## config.mk

```make
export PLATFORM = sky130hd
export DESIGN_NAME = expr_recognizer
export DESIGN_NICKNAME = d
export VERILOG_FILES = /design/src/rtl/expr_recognizer.sv
export SDC_FILE = /design/constraint.sdc
export NUM_CORES = 1
export LEC_CHECK = 0
export BUFFER_PORTS_ARGS = -buffer_cell sky130_fd_sc_hd__buf_2
export CAP_MARGIN = 20
export CORE_UTILIZATION = 27
export DETAILED_ROUTE_END_ITERATION = 10
export GPL_ROUTABILITY_DRIVEN = 0
export PLACE_DENSITY = 0.44
export SLEW_MARGIN = 30
export SYNTH_ARGS = -nofsm -noshare
export SYNTH_HDL_FRONTEND = slang
export SYNTH_SLANG_ARGS = --single-unit
```

## constraint.sdc

```tcl
create_clock -name clk -period 2.15 [get_ports clk]
set_clock_uncertainty 0.05 [all_clocks]
set_input_delay 0.1075 -clock clk [delete_from_list [all_inputs] [get_ports clk]]
set_output_delay 0.1075 -clock clk [all_outputs]
set_load 0.01 [all_outputs]
```

## src/rtl/expr_recognizer.sv

```systemverilog
// -----------------------------------------------------------------------------
// expr_recognizer
//   Byte-serial recogniser for ASCII arithmetic expressions: multi-digit
//   unsigned numbers, binary operators (+ * and optionally -) and optional
//   parentheses. One character is consumed on every clock where in_valid is
//   high and the byte belongs to the alphabet. Every other byte is ignored as
//   if it were absent. The registered flag out reports whether the prefix
//   consumed so far is a complete legal expression. err is sticky until clr.
//
// Ports
//   clk       in   1   clock, rising edge
//   clr       in   1   asynchronous active-high reset
//   in_valid  in   1   in carries a character to consume this cycle
//   in        in   8   ASCII character
//   out       out  1   consumed prefix is a complete legal expression
//   err       out  1   illegal sequence seen since clr (sticky)
//   depth     out  DW  currently open parentheses
//   ndig      out  NW  digits in the number being scanned
// -----------------------------------------------------------------------------
module expr_recognizer #(
  parameter int MAX_DIGITS  = 4,
  parameter int MAX_DEPTH   = 3,
  parameter int ALLOW_SUB   = 1,
  parameter int ALLOW_PAREN = 1,
  localparam int DW = $clog2(MAX_DEPTH + 1),
  localparam int NW = $clog2(MAX_DIGITS + 1)
) (
  input  logic          clk,
  input  logic          clr,
  input  logic          in_valid,
  input  logic [7:0]    in,
  output logic          out,
  output logic          err,
  output logic [DW-1:0] depth,
  output logic [NW-1:0] ndig
);

  typedef enum logic [1:0] {
    S_OPND  = 2'd0,
    S_NUM   = 2'd1,
    S_CLOSE = 2'd2,
    S_ERR   = 2'd3
  } state_t;

  localparam logic [DW-1:0] DMAX = DW'(MAX_DEPTH);
  localparam logic [NW-1:0] NMAX = NW'(MAX_DIGITS);

  state_t        state_p1, state_d;
  logic [DW-1:0] depth_p1, depth_d;
  logic [NW-1:0] ndig_p1, ndig_d;
  logic          lz_p1, lz_d;
  logic          out_d;

  logic          is_dig, is_op, is_lp, is_rp;
  logic          vld_p0;

  // Stage p0: classify the incoming byte; foreign bytes never qualify.
  always_comb begin
    is_dig = (in >= 8'h30) && (in <= 8'h39);
    is_op  = (in == 8'h2B) || (in == 8'h2A) || ((ALLOW_SUB != 0) && (in == 8'h2D));
    is_lp  = (ALLOW_PAREN != 0) && (in == 8'h28);
    is_rp  = (ALLOW_PAREN != 0) && (in == 8'h29);
    vld_p0 = in_valid && (is_dig || is_op || is_lp || is_rp);
  end

  always_comb begin
    state_d = state_p1;
    depth_d = depth_p1;
    ndig_d  = ndig_p1;
    lz_d    = lz_p1;
    if (vld_p0) begin
      unique case (state_p1)
        S_OPND: begin
          if (is_dig) begin
            state_d = S_NUM;
            ndig_d  = NW'(1);
            lz_d    = (in == 8'h30);
          end else if (is_lp && (depth_p1 < DMAX)) begin
            depth_d = depth_p1 + DW'(1);
          end else begin
            state_d = S_ERR;
          end
        end
        S_NUM: begin
          if (is_dig) begin
            // A number may not grow past MAX_DIGITS, and "0" cannot be
            // followed by another digit (no leading zeros).
            if ((ndig_p1 == NMAX) || lz_p1) state_d = S_ERR;
            else                            ndig_d  = ndig_p1 + NW'(1);
          end else if (is_op) begin
            state_d = S_OPND;
            ndig_d  = '0;
            lz_d    = 1'b0;
          end else if (is_rp && (depth_p1 != '0)) begin
            state_d = S_CLOSE;
            depth_d = depth_p1 - DW'(1);
            ndig_d  = '0;
            lz_d    = 1'b0;
          end else begin
            state_d = S_ERR;
          end
        end
        S_CLOSE: begin
          if (is_op) begin
            state_d = S_OPND;
          end else if (is_rp && (depth_p1 != '0)) begin
            depth_d = depth_p1 - DW'(1);
          end else begin
            state_d = S_ERR;
          end
        end
        default: begin
          // S_ERR absorbs everything; depth/ndig keep their last values.
          state_d = S_ERR;
        end
      endcase
    end
    out_d = ((state_d == S_NUM) || (state_d == S_CLOSE)) && (depth_d == '0);
  end

  // Stage p1: state and registered outputs update on the consuming edge.
  always_ff @(posedge clk or posedge clr) begin
    if (clr) begin
      state_p1 <= S_OPND;
      depth_p1 <= '0;
      ndig_p1  <= '0;
      lz_p1    <= 1'b0;
      out      <= 1'b0;
      err      <= 1'b0;
    end else begin
      state_p1 <= state_d;
      depth_p1 <= depth_d;
      ndig_p1  <= ndig_d;
      lz_p1    <= lz_d;
      out      <= out_d;
      err      <= (state_d == S_ERR);
    end
  end

  assign depth = depth_p1;
  assign ndig  = ndig_p1;

endmodule
```

==> results of run 1 <==
[flip-flops by register name (all words and copies together) (netlist names)]
register,flops
lz_p1,1
ndig,3
depth,2
err,1
state_p1,2
out,1
[per-stage QoR]
step	cell area, sq um	hold WS [ns]	power, mW
floorplan	796	-0.102	0.369
global placement	957	0.0710	0.452
detailed placement	957	0.0760	0.448
CTS	1000	0.156	0.627
global route	1010	0.195	0.668
finish	1010	0.164	0.623
[cell usage in the layout (no fill, tap or decap), types with 2 or more instances in the layout]
master	n
xnor2_1	2
inv_1	7
a31oi_1	4
or3_1	2
nor3_1	2
mux2_2	2
a211oi_1	2
o21ai_0	3
clkbuf_4	3
o21ai_1	2
nand2b_1	2
nor2b_1	2
nor2_1	2
buf_2	17
buf_4	6
nand4bb_1	2
ha_1	4
nand3_1	4
o22ai_1	2
mux2i_1	3
nand2_1	5
dfrtp_1	10
[cells by family after synthesis]
kind of cell	after synthesis	synth area share, %
compound gates	22	20.0
simple gates	31	27.7
buf+inv	9	4.25
fa+ha+maj	5	7.86
mux	5	6.60
xor+xnor	2	2.20
flops	10	31.4
[area by class of cell]
type                    instances  area share (%)
flip-flops and latches         10            24.7
inverters                       7            2.60
well taps                      31            3.83
repair buffers                 24            13.8
clock buffers                   4            3.58
multi-input cells              65            51.4
[power groups by stage]
| stage | combinational, mW | clock, mW | sequential [mW] |
|---|---|---|---|
| 6_report | 0.215 | 0.171 | 0.237 |
| 5_1_grt | 0.237 | 0.191 | 0.241 |
| 4_1_cts | 0.211 | 0.180 | 0.236 |
| 3_5_place_dp | 0.207 | 0 | 0.240 |
| 3_3_place_gp | 0.212 | 0 | 0.239 |
| 2_1_floorplan | 0.134 | 0 | 0.235 |
[per-layer routing]
metal,global-route usage [%],routed length [um],vias up
li1,-,-,366
met3,4.15,64,4
met5,0,0,-
met4,4.18,25,0
met1,14.8,816,351
met2,21.6,870,13
[worst max-delay path by stage]
stage | to | from | slack [ns] | cells after the start
after floorplan | out | depth[0] | 0.04 | 7
after global placement | out | depth[0] | 0.009 | 7
after detailed placement | out | depth[1] | 0.02 | 7
after CTS | out | depth[0] | 0.005 | 7
after global routing | out | depth[1] | -0.07 | 7
final | out | depth[1] | 0.01 | 7
[what timing repair did]
| item | 4_1_cts | 5_1_grt |
|---|---|---|
| resized for setup | 0 | 3 |
| hold endpoints to repair | 10 | 0 |
| endpoints found under the setup margin | 0 | 1 |
| hold buffers | 1 | 0 |
[critical path: cells and delay by family (launching register included)]
kind            cells  cell delay, ns
fa+ha+maj           2            0.46
simple gates        2            0.59
compound gates      3            0.51
flops               1            0.41
==> flow_metrics.env, run 1 <==
export IMPL_status="complete, no violations"
export IMPL_clk_latency_ns=0.27
export IMPL_grt_pass1_vias=753
export IMPL_relSlewSlack_pct=72.6
export IMPL_synth_common_cells="dfrtp_1 (10), inv_1 (7), ha_1 (5), nand2_1 (5)"
export IMPL_fmax_mhz=468
export IMPL_path_max_fanout=4
export IMPL_io_pins=18
export IMPL_async_reset_ff_share_pct=100
export IMPL_finalSetupTns_ns=0
export IMPL_synthFlopType="dfrtp_1"
export IMPL_power_leakage_nw=0.469
export IMPL_drive_gt1_share_pct=34.5
export IMPL_grt_use_total_pct=12.6
export IMPL_clkPwrFrac_pct=27.4
export IMPL_fin_crit_ns=2.14
export IMPL_register_area_sq_um=250
export IMPL_clk_path_buf_depth=2
export IMPL_cp_end_kind="register"
export IMPL_drt_iter0_drc=9
export IMPL_syn_area_per_cell_sq_um=9.47
export IMPL_hold_end="state_p1[1]"
export IMPL_synth_seq_cells=10
export IMPL_dp_cells=136
export IMPL_worst_pin_slew_ns=0.411
export IMPL_yosysMostFrequentCell="dfrtp_1"
export IMPL_combPwrFrac_pct=34.5
export IMPL_fp_coreArea_sq_um=2780
export IMPL_r2r_setup_slack_ns=0.01
export IMPL_drv_slew=0
export IMPL_ant_nets=0
export IMPL_hold_depth=4
export IMPL_yosys_area_top_type_share_pct=31.4
export IMPL_slowest_delay_ns=0.44
export IMPL_hold_path_startpoint="in_valid"
export IMPL_die_h_um=56.3
export IMPL_grt_remaining_overflow=0
export IMPL_fillers=304
export IMPL_cp_arrival_ns=2.24
export IMPL_crit_path_start_kind="register"
export IMPL_multi_input_area_sq_um=520
export IMPL_vias_per_cell=5.21
export IMPL_finalSetupViolations=0
export IMPL_num_vias=734
export IMPL_synth_cells=84
export IMPL_rows=19
export IMPL_htree_levels=1
export IMPL_die_w_um=56.3
export IMPL_cts_sinks=10
export IMPL_synth_edf_count=0
export IMPL_synth_area_leaders="dfrtp_1 (31%), ha_1 (7.9%), mux2i_1 (3.8%)"
export IMPL_maxCapViolCount=0
export IMPL_reg2reg_to="out"
export IMPL_grt_pass1_wl_um=3100
export IMPL_syn_area_sq_um=796
export IMPL_worst_r2r_startpoint="depth[1]"
export IMPL_port_buffers=17
export IMPL_min_path_type="in2reg"
export IMPL_hpwl_um=1430
export IMPL_yosysTopAreaCell="dfrtp_1"
export IMPL_cts_setup_buffers=0
export IMPL_cts_buffers=3
export IMPL_p_int_mw=0.413
export IMPL_switching_share_pct=33.7
export IMPL_initial_utilization_pct=28.6
export IMPL_num_antenna_cells=0
export IMPL_powerDensity_nw_per_um2=615
export IMPL_areaGrowthSynthToFinish_pct=27.2
export IMPL_syn_num_nets=100
export IMPL_crit_chain="ha_2 > or4_4 > nor3_4 > a31oi_1 > o32a_1 > ha_1 > a21boi_1"
export IMPL_cp_slowest_cell="or4_4"
export IMPL_synth_cell_types=39
export IMPL_critPathKind="reg2reg"
export IMPL_dieArea_sq_um=3170
export IMPL_irDropWorstVdd_mv=0.353
export IMPL_cts_tree="done"
export IMPL_finalWirelength_um=1780
export IMPL_ys_seq_area_share_pct=31.4
export IMPL_rsz0062_at_grt="yes"
export IMPL_grt_max_degree=11
export IMPL_route_detailed_drc=0
export IMPL_p_sw_mw=0.210
export IMPL_yosys_warnings=0
export IMPL_worstPathRequired_ns=2.26
export IMPL_setup_ws_ns=0.0145
export IMPL_ff2ff_path_depth=7
export IMPL_detailedPlace_worstSlack_ns=0.0197
export IMPL_dr_pass1_iters=4
export IMPL_post_drt_wl_per_cell_um=12.6
export IMPL_instances_no_fill=141
export IMPL_cts_root_buf="clkbuf_4"
export IMPL_min_period_over_period_pct=99.3
export IMPL_fin_nets=127
export IMPL_fin_util_pct=36.4
export IMPL_hold_viol_final=0
export IMPL_antenna_found_initial=0
export IMPL_path_clk_slew_ns=0.06
export IMPL_power_frac_seq_pct=38.0
No activity file was read; power rests on OpenSTA's default activity.
==> inputs of run 2 (changes only) <==
--- a/config.mk
+++ b/config.mk
@@ -10,6 +10,7 @@
 export CORE_UTILIZATION = 27
 export DETAILED_ROUTE_END_ITERATION = 10
 export GPL_ROUTABILITY_DRIVEN = 0
+export MAX_ROUTING_LAYER = met4
 export PLACE_DENSITY = 0.44
 export SLEW_MARGIN = 30
 export SYNTH_ARGS = -nofsm -noshare
==> run 2 against run 1 <==
Net effect: sequential power about the same; clock power about the same; count of clock-buffer cells in the layout unchanged; hold slack improved by 0.0018 ns; fmax about the same; non-clock buffer count unchanged; die area unchanged; combinational power about the same; final cell count unchanged; sequential share of layout area unchanged; wire length unchanged; critical endpoint unchanged; global-route usage increased by 0.35 points.
==> flow_metrics.env, run 2 (same netlist as run 1, synthesis figures left out) <==
export IMPL_grt_remaining_overflow=0
export IMPL_grt_use_total_pct=13.0
export IMPL_irDropWorstVdd_mv=0.353
export IMPL_cts_sinks=10
export IMPL_fp_coreArea_sq_um=2780
export IMPL_fin_crit_ns=2.14
export IMPL_antenna_found_initial=0
export IMPL_relSlewSlack_pct=72.6
export IMPL_critPathKind="reg2reg"
export IMPL_finalWirelength_um=1780
export IMPL_hold_depth=4
export IMPL_grt_pass1_wl_um=3100
export IMPL_worst_r2r_startpoint="depth[1]"
export IMPL_power_leakage_nw=0.469
export IMPL_cts_root_buf="clkbuf_4"
export IMPL_cp_slowest_cell="or4_4"
export IMPL_hold_path_startpoint="in_valid"
export IMPL_cts_tree="done"
export IMPL_worstPathRequired_ns=2.26
export IMPL_hold_end="state_p1[1]"
export IMPL_hpwl_um=1430
export IMPL_path_clk_slew_ns=0.06
export IMPL_ff2ff_path_depth=7
export IMPL_slowest_delay_ns=0.44
export IMPL_port_buffers=17
export IMPL_crit_family="simple AND/OR/NAND/NOR gates"
export IMPL_num_antenna_cells=0
export IMPL_cp_arrival_ns=2.24
export IMPL_vias_per_cell=5.21
export IMPL_final_common_cell="buf_2"
export IMPL_maxCapViolCount=0
export IMPL_areaGrowthSynthToFinish_pct=27.2
export IMPL_status="complete, no violations"
export IMPL_fin_util_pct=36.4
export IMPL_dp_cells=136
export IMPL_drive_gt1_share_pct=34.5
export IMPL_path_buf_inv=0
export IMPL_final_area_sq_um=1010
export IMPL_finalSetupViolations=0
export IMPL_r2r_setup_slack_ns=0.01
export IMPL_powerDensity_nw_per_um2=614
export IMPL_grt_pass1_vias=757
export IMPL_crit_path_start_kind="register"
export IMPL_grt_max_degree=11
export IMPL_cts_buffers=3
export IMPL_initial_utilization_pct=28.6
export IMPL_rsz0062_at_grt="yes"
export IMPL_die_h_um=56.3
export IMPL_min_period_over_period_pct=99.4
export IMPL_die_w_um=56.3
export IMPL_dr_pass1_iters=4
export IMPL_htree_levels=1
export IMPL_instances_no_fill=141
export IMPL_cp_end_kind="register"
export IMPL_route_detailed_drc=0
export IMPL_drt_iter0_drc=11
export IMPL_largest_register_ffs=3
export IMPL_drv_slew=0
export IMPL_fin_nets=127
export IMPL_dieArea_sq_um=3170
export IMPL_min_path_type="in2reg"
export IMPL_ant_nets=0
export IMPL_layout_common_cells="buf_2 (17), dfrtp_1 (10), inv_1 (7)"
export IMPL_hold_viol_final=0
export IMPL_place_area_sq_um=957
export IMPL_post_drt_wl_per_cell_um=12.6
export IMPL_reg2reg_to="out"
export IMPL_rows=19
export IMPL_fmax_mhz=468
export IMPL_num_vias=734
export IMPL_clk_latency_ns=0.27
export IMPL_path_max_fanout=4
export IMPL_worst_pin_slew_ns=0.411
export IMPL_clk_path_buf_depth=2
export IMPL_crit_chain="ha_2 > or4_4 > nor3_4 > a31oi_1 > o32a_1 > ha_1 > a21boi_1"
export IMPL_io_pins=18
[run 2: cell counts in the layout (fill, tap and decap cells not counted)]
Identical to the previous run, type by type.
[run 2: worst max-delay path by stage]
stage          startpoint  end  slack (ns)  depth (start not counted)
2_1_floorplan    depth[0]  out        0.04                          7
3_3_place_gp     depth[0]  out       0.009                          7
3_5_place_dp     depth[1]  out        0.02                          7
4_1_cts          depth[0]  out       0.005                          7
5_1_grt          depth[1]  out       -0.07                          7
6_report         depth[1]  out        0.01                          7
[run 2: power by group]
| part | switching, mW | internal [mW] | leakage, nW | total [mW] |
|---|---|---|---|---|
| Clock | 0.0667 | 0.103 | 0.0210 | 0.170 |
| Combinational | 0.119 | 0.0955 | 0.336 | 0.215 |
| Sequential | 0.0226 | 0.214 | 0.111 | 0.237 |
[run 2: tightest hold or removal path, stage by stage]
cell	delay (ns)
buf_2	0.12
nand2_1	0.05
o21ai_0	0.06
o21ai_1	0.10
[run 2: cell type report]
cell class | instances | area (sq um)
clock buffers | 4 | 36.3
multi-input cells | 65 | 520
inverters | 7 | 26.3
fillers | 304 | 1770
well taps | 31 | 38.8
repair buffers | 24 | 140
flip-flops and latches | 10 | 250
[run 2: metrics by stage]
stage                     setup TNS [ns]  setup slack [ns]  total power, mW  hold slack (ns)
after global placement                 0           0.00924            0.452           0.0710
final                                  0            0.0139            0.621            0.166
after global routing             -0.0735           -0.0735            0.668            0.195
after detailed placement               0            0.0197            0.448           0.0760
after CTS                              0           0.00532            0.627            0.156
after floorplan                        0            0.0409            0.369           -0.102
[run 2: per-layer routing]
metal | vias to the layer above | GRT usage (%) | part of all wire, %
met4 | 0 | 4.18 | 1.4
met2 | 16 | 21.6 | 49
met5 | - | - | 0
met3 | 4 | 4.15 | 3.9
met1 | 348 | 14.8 | 45
li1 | 366 | - | -
[run 2: timing repair]
action / CTS / global route
setup endpoints to repair: 0 / 1
endpoints found under the hold margin: 10 / 0
resized for setup: 0 / 3
buffers inserted: 0 / 0
hold buffers: 1 / 0
==> inputs of run 3 (changes only) <==
--- a/config.mk
+++ b/config.mk
@@ -11,7 +11,7 @@
 export DETAILED_ROUTE_END_ITERATION = 10
 export GPL_ROUTABILITY_DRIVEN = 0
 export MAX_ROUTING_LAYER = met4
-export PLACE_DENSITY = 0.44
+export PLACE_DENSITY = 0.56
 export SLEW_MARGIN = 30
 export SYNTH_ARGS = -nofsm -noshare
 export SYNTH_HDL_FRONTEND = slang
==> constraint.sdc (replaced) <==
create_clock -name clk -period 2.25 [get_ports clk]
set_clock_uncertainty 0.05 [all_clocks]
set_input_delay 0.1125 -clock clk [delete_from_list [all_inputs] [get_ports clk]]
set_output_delay 0.1125 -clock clk [all_outputs]
set_load 0.01 [all_outputs]
==> run 3 against run 2 <==
Net effect: via count shrank 6.1%; register-to-register slack improved by 0.05 ns; highest routed layer unchanged; largest cell class unchanged; critical path type unchanged; count of clock-buffer cells in the layout unchanged; core utilization fell by 1.6 points; final cell count decreased by 4.3%; sequential share of layout area rose by 1.2 points; global-route usage shrank 1.4 points; die area unchanged.
==> flow_metrics.env, run 3 (same netlist as run 1, synthesis figures left out) <==
export IMPL_instances_no_fill=135
export IMPL_rows=19
export IMPL_cp_end_kind="register"
export IMPL_grt_use_total_pct=11.6
export IMPL_powerDensity_nw_per_um2=586
export IMPL_status="complete, no violations"
export IMPL_fmax_mhz=458
export IMPL_clk_latency_ns=0.26
export IMPL_largest_register_ffs=3
export IMPL_critPathCapture="out"
export IMPL_cts_tree="done"
export IMPL_clk_path_buf_depth=2
export IMPL_grt_remaining_overflow=0
export IMPL_htree_levels=1
export IMPL_critPathKind="reg2reg"
export IMPL_setup_ws_ns=0.0683
export IMPL_maxCapViolCount=0
export IMPL_reg2reg_to="out"
export IMPL_port_buffers=17
export IMPL_ff2ff_path_depth=7
export IMPL_areaGrowthSynthToFinish_pct=21.5
export IMPL_fin_nets=121
export IMPL_relSlewSlack_pct=73.6
export IMPL_drt_iter0_drc=8
export IMPL_min_period_over_period_pct=97.0
export IMPL_worst_r2r_startpoint="depth[0]"
export IMPL_initial_utilization_pct=28.6
export IMPL_grt_max_degree=11
export IMPL_drive_gt1_share_pct=30.8
export IMPL_drv_slew=0
export IMPL_grt_pass1_vias=647
export IMPL_fillers=297
export IMPL_worst_pin_slew_ns=0.396
export IMPL_path_clk_slew_ns=0.07
export IMPL_crit_path_start_kind="register"
export IMPL_die_h_um=56.3
export IMPL_io_pins=18
export IMPL_cp_arrival_ns=2.28
export IMPL_worstPathRequired_ns=2.35
export IMPL_grt_pass1_wl_um=2820
export IMPL_dp_cells=130
export IMPL_cts_buffers=3
export IMPL_fp_coreArea_sq_um=2780
export IMPL_place_area_sq_um=912
export IMPL_finalSetupViolations=0
export IMPL_rsz0062_at_grt="yes"
export IMPL_dieArea_sq_um=3170
export IMPL_irDropWorstVdd_mv=0.385
export IMPL_post_drt_wl_per_cell_um=12.0
export IMPL_final_area_sq_um=967
export IMPL_hold_viol_final=0
export IMPL_r2r_setup_slack_ns=0.07
export IMPL_hpwl_um=1310
export IMPL_route_detailed_drc=0
export IMPL_startpoint="depth[0]"
export IMPL_antenna_found_initial=0
export IMPL_path_max_fanout=5
export IMPL_cts_setup_buffers=0
export IMPL_cts_root_buf="clkbuf_4"
export IMPL_ant_nets=0
export IMPL_cts_sinks=10
export IMPL_min_path_type="in2reg"
export IMPL_finalWirelength_um=1620
export IMPL_fin_crit_ns=2.18
export IMPL_num_antenna_cells=0
export IMPL_num_vias=689
export IMPL_die_w_um=56.3
export IMPL_power_leakage_nw=0.439
export IMPL_final_common_cell="buf_2"
export IMPL_dr_pass1_iters=4
export IMPL_detailedPlace_worstSlack_ns=0.0607
export IMPL_vias_per_cell=5.10
export IMPL_fin_total_pwr_mw=0.567
export IMPL_layout_common_cells="buf_2 (17), dfrtp_1 (10), inv_1 (7)"
-- run 3: worst min path at each step --
stage,from,endpoint,depth (start not counted)
2_1_floorplan,clr,depth[0],1
3_3_place_gp,clr,depth[1],2
3_5_place_dp,clr,depth[0],2
4_1_cts,in_valid,state_p1[1],4
5_1_grt,in_valid,state_p1[1],4
6_report,in_valid,state_p1[1],4
-- run 3: metal layers --
layer	global-route usage (%)	wire length, um	up-vias
met5	-	0	-
met4	2.09	5	0
met3	3.46	43	2
met2	17.9	789	10
met1	15.2	786	323
li1	-	-	354
-- run 3: critical path, cell delays in order, from the launching register on --
cell and delay (ns):
dfrtp_1 0.42, ha_2 0.19, or4_4 0.44, nor3_4 0.14, a31oi_1 0.06, o32a_1 0.34
ha_1 0.29, a21boi_1 0.13
-- run 3: report_power, final --
| part | switching [mW] | internal (mW) | total [mW] | leakage, nW |
|---|---|---|---|---|
| registers | 0.0448 | 0.204 | 0.249 | 0.111 |
| clock network | 0.0641 | 0.0981 | 0.162 | 0.0210 |
| logic | 0.0828 | 0.0724 | 0.155 | 0.306 |
| total | 0.192 | 0.375 | 0.567 | 0.439 |
-- run 3: what timing repair did --
item                       CTS  global route
hold endpoints to repair    10             0
setup endpoints to repair    0             1
hold buffers                 1             0
gates resized for setup      0             2
-- run 3: layout make-up --
| cell class | instances | area (sq um) | area share (%) |
|---|---|---|---|
| sequential | 10 | 250 | 25.9 |
| clock buffer | 4 | 36.3 | 3.75 |
| multi-input combinational | 65 | 520 | 53.8 |
| tap | 31 | 38.8 | 4.01 |
| inverter | 7 | 26.3 | 2.72 |
| timing repair buffer | 18 | 95.1 | 9.83 |
-- run 3: through the flow --
| stage | hold slack, ns | TNS [ns] | utilization, % |
|---|---|---|---|
| finish | 0.182 | 0 | 34.8 |
| global route | 0.225 | -0.0205 | 34.8 |
| CTS | 0.174 | 0 | 34.5 |
| detailed placement | 0.0685 | 0 | 32.8 |
| global placement | 0.0537 | 0 | 32.8 |
| floorplan | -0.0973 | 0 | - |
